===== src/rtl/req_arbiter8.sv =====
// req_arbiter8: eight-requester arbiter on active-low request lines.
// Fixed priority (line 7 highest) or descending round-robin from a rotating
// pointer. A grant is held until done, withdrawal of the granted line, or
// HOLD_MAX cycles elapse. All outputs are registered.
module req_arbiter8 #(
   parameter int HOLD_MAX = 15
) (
   input  logic       clk,
   input  logic       rst_n,
   input  logic [7:0] req_n,
   input  logic       mode,
   input  logic       done,
   output logic       gnt_valid,
   output logic [2:0] gnt_idx,
   output logic [7:0] gnt_onehot,
   output logic       timeout,
   output logic       busy
);

   localparam int CW = $clog2(HOLD_MAX + 1);

   typedef enum logic {IDLE, GRANT} state_t;

   state_t        state;
   logic [2:0]    ptr;
   logic [CW-1:0] hold_cnt;

   logic [7:0]    req;
   logic          any_req;
   logic [2:0]    win_fixed;
   logic [2:0]    win_rr;
   logic [2:0]    win_idx;
   logic [7:0]    win_onehot;
   logic          withdrawn;
   logic          expire;

   assign req       = ~req_n;
   assign any_req   = |req;
   assign win_idx   = mode ? win_rr : win_fixed;
   assign withdrawn = req_n[gnt_idx];
   assign expire    = (hold_cnt == CW'(HOLD_MAX - 1));

   // Fixed priority: the highest-index active request wins (later hits override).
   always_comb begin
      win_fixed = 3'd0;
      for (int i = 0; i < 8; i++) begin
         if (req[i]) win_fixed = 3'(i);
      end
   end

   // Round-robin: search ptr, ptr-1, ... mod 8; the nearest to ptr is applied last.
   always_comb begin
      logic [2:0] cand;
      cand   = 3'd0;
      win_rr = 3'd0;
      for (int j = 7; j >= 0; j--) begin
         cand = ptr - 3'(j);
         if (req[cand]) win_rr = cand;
      end
   end

   // One-hot decode of the selected winner, registered alongside the index.
   genvar gi;
   generate
      for (gi = 0; gi < 8; gi++) begin : g_dec
         assign win_onehot[gi] = (win_idx == 3'(gi));
      end
   endgenerate

   // Two-state grant FSM with registered outputs, hold counter and pointer.
   always_ff @(posedge clk or negedge rst_n) begin
      if (!rst_n) begin
         state      <= IDLE;
         gnt_valid  <= 1'b0;
         gnt_idx    <= 3'd0;
         gnt_onehot <= 8'd0;
         timeout    <= 1'b0;
         busy       <= 1'b0;
         ptr        <= 3'd7;
         hold_cnt   <= '0;
      end else begin
         timeout <= 1'b0;
         case (state)
            IDLE: begin
               if (any_req) begin
                  gnt_idx    <= win_idx;
                  gnt_onehot <= win_onehot;
                  gnt_valid  <= 1'b1;
                  busy       <= 1'b1;
                  hold_cnt   <= '0;
                  state      <= GRANT;
               end
            end
            GRANT: begin
               if (done || withdrawn || expire) begin
                  // gnt_idx is left as-is so the last winner stays visible.
                  gnt_valid  <= 1'b0;
                  busy       <= 1'b0;
                  gnt_onehot <= 8'd0;
                  ptr        <= gnt_idx - 3'd1;
                  timeout    <= !done && !withdrawn;
                  state      <= IDLE;
               end else begin
                  hold_cnt <= hold_cnt + CW'(1);
               end
            end
            default: state <= IDLE;
         endcase
      end
   end

endmodule


===== config.mk =====
export PLATFORM = sky130hd
export DESIGN_NAME = req_arbiter8
export DESIGN_NICKNAME = d
export VERILOG_FILES = /design/src/rtl/req_arbiter8.sv
export SDC_FILE = /design/constraint.sdc
export NUM_CORES = 1
export LEC_CHECK = 0
export CAP_MARGIN = 20
export CORE_MARGIN = 5
export CORE_UTILIZATION = 42
export DETAILED_ROUTE_END_ITERATION = 8
export HOLD_SLACK_MARGIN = 0.12
export PLACE_DENSITY_LB_ADDON = 0.3
export SYNTH_ARGS = -nofsm -noshare
export SYNTH_HDL_FRONTEND = slang
export SYNTH_SLANG_ARGS = --single-unit

===== constraint.sdc =====
create_clock -name clk -period 7.3 [get_ports clk]
set_input_delay 2.19 -clock clk [delete_from_list [all_inputs] [get_ports clk]]
set_output_delay 2.19 -clock clk [all_outputs]
set_load 0.02 [all_outputs]

# Word-level counts from Yosys, hierarchy flattened
# Index checks and enable logic that the tools add are counted.
# totals
regBits,21
output_inout_bits,14
word_cells,97
# classes
n_addsub,9
order_cmp,9
eq_ne,11
mux,48
bitwise,2
reduce_logical,11
# op_table
op,n
$mux 3,14
$lt 3x4->1 const B,9
$bmux 1 s3,9
$mux 1,16
$mux 8,2
$pmux 8 s2,1
$eq 3x3->1 const B,4
$sub 3x3->3 const B,4
$mux 4,2
$not 8->8,1
$pmux 4 s2,1
$reduce_and 2->1,4
$reduce_or 8->1,1
$eq 3x2->1 const B,2
$sub 3x1->3 const B,2
$sub 3x2->3 const B,2
$add 4x1->4 const B,1
$eq 4x4->1 const B,1
$ne 2x2->1 const B,2
$pmux 1 s2,2
$eq 3x1->1 const B,1
$logic_not 3->1,1
$logic_not 1->1,2
$logic_or 1x1->1,2
4 further kinds,4

# Logic depth before layout (Yosys ltp)
# Gate-level depths: netlist of the first run.
# depth
word_depth,15
ltp_mapped,12
depth_no_buf,9

# Worst setup path before layout of the first run
# OpenSTA, ideal clock, no wires.
# synth_path
kind,in2reg
from,input port req_n[1]
to,register gnt_onehot[0]
setup_ns,0.122
arrival_ns,3.984
required_time_ns,7.178
setup_slack_ns,3.194
path_stages,8
n_path_buf,1
path_cell_list,clkbuf_1 mux4_2 mux2_2 o2111ai_1 a21oi_1 nor3b_4 inv_1 a32o_1
# synth_via
elab_chain_cells,15
# synth_rtl
item,line,source
"start, declared",10,"input logic [7:0] req_n,"
$not 8->8,37,assign req = ~req_n;
$bmux 1 s3,58,if (req[cand]) win_rr = cand;
$mux 1 (implied by the code),58,
$mux 3 (8 in a row),58,
$mux 3,39,assign win_idx = mode ? win_rr : win_fixed;
$logic_not 3->1,66,assign win_onehot[gi] = (win_idx == 3'(gi));
$mux 8,85,if (any_req) begin
$pmux 8 s2,83,case (state)
"end signal, assigned",87,gnt_onehot <= win_onehot;
"end, declared",15,"output logic [7:0] gnt_onehot,"
# Several ways; a longest one is shown, not always the timed one. The select of a mux whose other input is x is not followed.
# A chain may end at the register's enable or synchronous reset.

# Final worst setup path of the first run
# layout_path
from,input port req_n[5]
to,register gnt_onehot[7]
# layout_via
elab_chain_cells,15
# layout_rtl
item,line
$not 8->8,37
$bmux 1 s3,58
$mux 1 (implied by the code),58
$mux 3 (8 in a row),58
$mux 3,39
$eq 3x3->1,66
$mux 8,85
$pmux 8 s2,83
# Several ways; a longest one is shown, not always the timed one. The select of a mux whose other input is x is not followed.

==> results of run 1 <==
## state kept, by name, indices dropped and copies added (netlist names)
name,flops
timeout,1
state,1
gnt_onehot,8
hold_cnt,4
ptr,3
gnt_idx,3
busy,1
## cells in the mapped netlist (2+ instances only)
cell type	n
a211oi_1	2
a21oi_1	8
a32o_1	5
buf_2	6
buf_6	2
clkbuf_1	8
dfrtp_1	18
dfstp_2	3
ha_1	5
inv_1	17
mux2_2	5
mux2i_1	8
mux4_2	15
nand2_1	22
nand2b_1	2
nand3_1	4
nand4_1	2
nor2_1	15
nor3_1	2
o2111ai_1	4
o211ai_1	2
o21a_1	2
o21ai_0	9
o21ai_1	2
o221ai_1	3
o22ai_1	3
o31ai_1	4
xnor2_1	2
xor2_1	4
## power by group through the flow
stage	combinational (mW)	clock, mW	sequential [mW]
3_3_place_gp	0.763	0	0.257
4_1_cts	0.765	0.0781	0.256
5_1_grt	0.847	0.0852	0.268
6_report	0.767	0.0765	0.254
3_5_place_dp	0.762	0	0.259
2_1_floorplan	0.627	0	0.227
## layout by cell type, fill, tap and decap left out, types with 2 or more instances in the layout
| cell | netlist | final |
|---|---|---|
| inv_1 | 17 | 17 |
| o221ai_1 | 3 | 3 |
| o21ai_1 | 2 | 2 |
| o2111ai_1 | 4 | 4 |
| mux2i_1 | 8 | 8 |
| o21ai_0 | 9 | 9 |
| clkbuf_8 | 0 | 3 |
| o21a_1 | 2 | 2 |
| nand4_1 | 2 | 2 |
| nand3_1 | 4 | 4 |
| mux4_2 | 15 | 15 |
| nor3_1 | 2 | 2 |
| a21oi_1 | 8 | 8 |
| o31ai_1 | 4 | 4 |
| mux2_2 | 5 | 5 |
| nor2_1 | 15 | 15 |
| a211oi_1 | 2 | 2 |
| xnor2_1 | 2 | 2 |
| dfstp_2 | 3 | 3 |
| a32o_1 | 5 | 5 |
| nand2_1 | 22 | 22 |
| dfrtp_1 | 18 | 18 |
| o22ai_1 | 3 | 3 |
| ha_1 | 5 | 5 |
| o211ai_1 | 2 | 2 |
| xor2_1 | 4 | 4 |
| clkdlybuf4s50_1 | 0 | 25 |
| nand2b_1 | 2 | 2 |
## cell type report
type | instances | area [um2]
Clock buffer | 3 | 41.3
Sequential cell | 21 | 529
Timing Repair Buffer | 25 | 250
Clock inverter | 1 | 5.00
Fill cell | 425 | 2400
Inverter | 18 | 67.6
Multi-Input combinational cell | 150 | 1300
Tap cell | 54 | 67.6
## layer usage
layer  global-route usage (%)  vias to the layer above
li1                         -                      799
met1                     23.0                      824
met2                     24.4                       38
met3                     2.49                        2
met4                     2.10                        0
met5                        0                        -
## cells by family (layout without fill, tap and decap cells)
| kind of cell | Yosys count | count (layout) | share of synthesized area (%) |
|---|---|---|---|
| adders and majority gates | 5 | 5 | 3.15 |
| DFF | 21 | 21 | 26.7 |
| buffers and inverters | 35 | 47 | 7.95 |
| xor gates and xnor gates | 6 | 6 | 2.65 |
| muxes | 31 | 31 | 26.3 |
| AOI/OAI and AO/OA | 55 | 55 | 20.6 |
| and+or+nand+nor | 53 | 53 | 12.6 |
## through the flow
step / area (um2) / std cells / worst slack [ns]
after floorplan: 1980 / 206 / 3.19
after global placement: 2210 / 268 / 2.45
after detailed placement: 2210 / 268 / 2.48
after CTS: 2260 / 272 / 2.74
after global routing: 2260 / 272 / 2.54
final: 2260 / 272 / 2.74
## worst max-delay path by stage
stage / depth (start not counted) / slack (ns) / startpoint / end
after global routing: 8 / 2.54 / req_n[7] / gnt_onehot[4]$_DFFE_PN0P_
after CTS: 8 / 2.74 / req_n[5] / gnt_onehot[7]$_DFFE_PN0P_
final: 8 / 2.74 / req_n[5] / gnt_onehot[7]$_DFFE_PN0P_
after floorplan: 8 / 3.19 / req_n[1] / gnt_onehot[0]$_DFFE_PN0P_
after detailed placement: 8 / 2.48 / req_n[5] / gnt_onehot[7]$_DFFE_PN0P_
after global placement: 8 / 2.45 / req_n[5] / gnt_onehot[5]$_DFFE_PN0P_
## worst max-delay path: cells and delay by family
family / cells / cell delay (ns)
mux: 1 / 0.64
simple gates: 2 / 0.62
compound gates: 4 / 0.71
buf+inv: 1 / 0.58
==> flow_summary.toml, run 1 <==
[run_status]
outcome = "completed"

[hold_path]
hold_path_end = "gnt_onehot[6]$_DFFE_PN0P_"
hold_class = "reg2reg"
min_from = "gnt_onehot[6]$_DFFE_PN0P_"
whs_path_depth = 2

[setup_path]
slowest_delay_ns = 0.64
critical_path_required_ns = 7.47
r2r_slack_ns = 3.73
crit_path_cell_trace = "clkdlybuf4s50_1 > mux4_2 > or4b_1 > o211ai_2 > o22ai_1 > nor2_1 > o21ai_1 > o31ai_1"
critPathMaxFanout = 12
crit_type = "in2reg"
cp_data_arrival_time_ns = 4.74
worstSetupEndpointType = "flop"
cpMaxStageDelayCell = "mux4_2"
rr_endpoint = "gnt_onehot[0]$_DFFE_PN0P_"
r2r_cells = 9
cp-start-kind = "input pin"
worst_r2r_startpoint = "ptr[1]$_DFFE_PN1P_"

[cts]
cts.sinks = 21
cts_setup_buffers = 0
cts_hold_buffers = 0
htree_levels = 1
cts_buffer_depth = 2
clkTransAtPathRegs_ns = 0.08
insertion_delay_ns = 0.26
cts_resized = 0
cts_tree = "done"
cts_made_buffers = 3
clockRootBuffer = "clkbuf_8"

[floorplan]
die_w_um = 78.7
dieHeight_um = 78.7
die_area_mm2 = 0.00620
coreArea_mm2 = 0.00466
io_pins = 26
initial_core_util_pct = 42.6
rows = 25

[cells_and_area]
postLayoutCoreUtil_pct = 48.4
drive_gt1_share_pct = 16.1
areaGrowthSynthToFinish_pct = 13.8
final_nets = 236
num_antenna_cells = 0

[sta]
rsz0062_at_grt = "no"
whs_ns = 0.489
tightest_slew_ns = 0.932
max_clock_freq_ghz = 0.219
relSlewSlack_pct = 37.7
final.setup.tns_ns = 0
fin_worst_skew_ns = 0.00925
finalHoldViolCount = 0
min_period_over_period_pct = 62.5
period_minus_slack_ns = 4.56
drv_slew = 0
setup_viol = 0

[synthesis]
netlist.area_leader.share_pct = 22.7
yosys_warnings = 0
synth_top_cell_by_area = "dfrtp_1"
seq_area_frac_synth_pct = 26.7
async_flop_share_pct = 100
syn_area_mm2 = 0.00198
synthTopCellsByArea = "dfrtp_1, mux4_2, nand2_1"
netlist_instances = 206
ys_ff_latch = 21
syn_avg_cell_area_um2 = 9.63
yosys_most_used_dff = "dfrtp_1"
ys_types = 51
synth_edf_count = 0
synthesis.nets = 223

[pwr]
p_leak_nw = 0.901
switchingPower_uw = 535
p_comb_share_pct = 69.9
internal_power_uw = 562
sequentialPowerShare_pct = 23.1
p_clk_share_pct = 7.0
p_sw_share_pct = 48.8
total_power_mw = 1.10
ir_worst_vdd_v = 0.000218
power_density_mw_per_mm2 = 486

[routing]
routed-via-count = 1663
wl_met2_um = 2140
drt_iter0_markers = 128
top_layer = "met4"
ant_nets = 0
drt_first_pass_iters = 4
detail_route.wl_per_cell_um = 16.4
via_per_inst = 6.11
finalWirelength_um = 4460
m1WireLength_um = 2100
drc = 0
route.met3.wl_um = 187

[job]
maxCapViolCount = 0

[placed_design]
dpl.hpwl_um = 3370
gp_congestion = 0.922
port-buffer-count = 25

[grt]
antenna_found_initial = 0
grt_pass1_vias = 1607
grt_start_max_net_pins = 22
grt_pass1_wl_um = 7910
grt_use_total_pct = 15.5
grt_overflow = 0
(Power assumes the default switching activity.)
==> run 2, diff against run 1 <==
Clock period 7.3 ns to 4.36 ns, I/O delays scaled along.
==> flow_summary.toml, run 2 (synthesized netlist as in run 1, its figures left out) <==
[floorplan]
die_w_um = 78.7
coreArea_mm2 = 0.00466
dieHeight_um = 78.7
initial_core_util_pct = 42.6
io_pins = 26
rows = 25
die_area_mm2 = 0.00620

[grt]
grt_overflow = 0
antenna_found_initial = 0
grt_use_total_pct = 15.7
grt_start_max_net_pins = 22
grt_pass1_wl_um = 7890
grt_pass1_vias = 1568

[cts]
cts_resized = 0
cts_setup_buffers = 0
htree_levels = 1
cts_hold_buffers = 0
cts_made_buffers = 3
cts.sinks = 21
cts_buffer_depth = 2
clockRootBuffer = "clkbuf_8"
clkTransAtPathRegs_ns = 0.08
insertion_delay_ns = 0.26
cts_tree = "done"

[pwr]
power_density_mw_per_mm2 = 808
ir_worst_vdd_v = 0.000339
p_leak_nw = 0.922
total_power_mw = 1.86

[routing]
finalWirelength_um = 4580
drc = 0
detail_route.wl_per_cell_um = 16.7
ant_nets = 0
routed-via-count = 1677
drt_iter0_markers = 106
via_per_inst = 6.10
drt_first_pass_iters = 4

[run_status]
outcome = "completed"

[placed_design]
gp_congestion = 0.904
dp_cells = 270
dpl.hpwl_um = 3390
port-buffer-count = 25

[cells_and_area]
final_cell_mix = "clkdlybuf4s50_1, nand2_1, dfrtp_1, inv_1"
layout_commonest_cell = "clkdlybuf4s50_1"
final_nets = 239
areaGrowthSynthToFinish_pct = 15.8
instances_no_fill = 275
largest_reg_flops = 8
reg_top3 = "gnt_onehot x8, hold_cnt x4"
fillCellCount = 432
drive_gt1_share_pct = 17.2
num_antenna_cells = 0
top_register = "gnt_onehot"

[setup_path]
cp_data_arrival_time_ns = 3.90
worstSetupEndpointType = "flop"
critical_path_required_ns = 4.53
critPathMaxFanout = 12
crit_type = "in2reg"
cp-start-kind = "input pin"

[sta]
whs_ns = 0.487
fin_worst_skew_ns = 0.00853
setup_viol = 0
final.setup.tns_ns = 0
tightest_slew_ns = 0.749
relSlewSlack_pct = 49.4
finalHoldViolCount = 0
drv_slew = 0
max_clock_freq_ghz = 0.268
min_period_over_period_pct = 85.6
period_minus_slack_ns = 3.73
rsz0062_at_grt = "no"

[hold_path]
hold_class = "reg2reg"

[job]
maxCapViolCount = 0
## run 2: changes by cell type in the layout (fill, tap and decap cells not counted), sizes merged
cell    change
buf         +2
clkbuf      +1
## run 2: per-layer routing
metal  wire length, um  track usage, %
met5                 0               0
met4                16            2.62
met3               258            2.49
met2              2250            25.0
met1              2060            22.9
## run 2: cell type report
| cell class | instances | area (um2) | area share, % |
|---|---|---|---|
| tap | 54 | 67.6 | 2.94 |
| clock inverter | 1 | 5.00 | 0.218 |
| timing repair buffer | 28 | 290 | 12.6 |
| multi-input combinational | 150 | 1300 | 56.4 |
| sequential | 21 | 529 | 23.0 |
| clock buffer | 3 | 41.3 | 1.80 |
| inverter | 18 | 67.6 | 2.94 |
## run 2: final timing paths
check | cells past startpoint | slack [ns] | start | to
max reg2reg | 9 | 1.27 | ptr[1]$_DFFE_PN1P_ | gnt_onehot[2]$_DFFE_PN0P_
max in group asynchronous | 2 | 2.75 | rst_n | ptr[0]$_DFFE_PN1P_
min in group asynchronous | 2 | 1.39 | rst_n | gnt_onehot[4]$_DFFE_PN0P_
min | 2 | 0.49 | gnt_onehot[5]$_DFFE_PN0P_ | gnt_onehot[5]$_DFFE_PN0P_
min reg2reg | 2 | 0.49 | gnt_onehot[5]$_DFFE_PN0P_ | gnt_onehot[5]$_DFFE_PN0P_
max | 8 | 0.63 | req_n[5] | gnt_onehot[7]$_DFFE_PN0P_
## run 2: where the power goes
group	switching (mW)	total (mW)	internal, mW	leakage (nW)
clock	0.0630	0.127	0.0637	0.0255
sequential	0.0829	0.360	0.277	0.267
combinational	0.758	1.37	0.611	0.630
## run 2: metrics by stage
step	cell area (um2)	util (%)	setup slack, ns
global placement	2230	47.8	0.401
detailed placement	2230	47.8	0.336
floorplan	1980	-	1.14
finish	2300	49.3	0.630
CTS	2270	48.8	0.610
global route	2300	49.3	0.438
## run 2: critical path, stage by stage
cell	delay, ns
clkdlybuf4s50_1	0.60
mux4_2	0.65
or4b_1	0.52
o211ai_2	0.12
o22ai_1	0.15
nor2_1	0.10
o21ai_1	0.15
o31ai_1	0.31
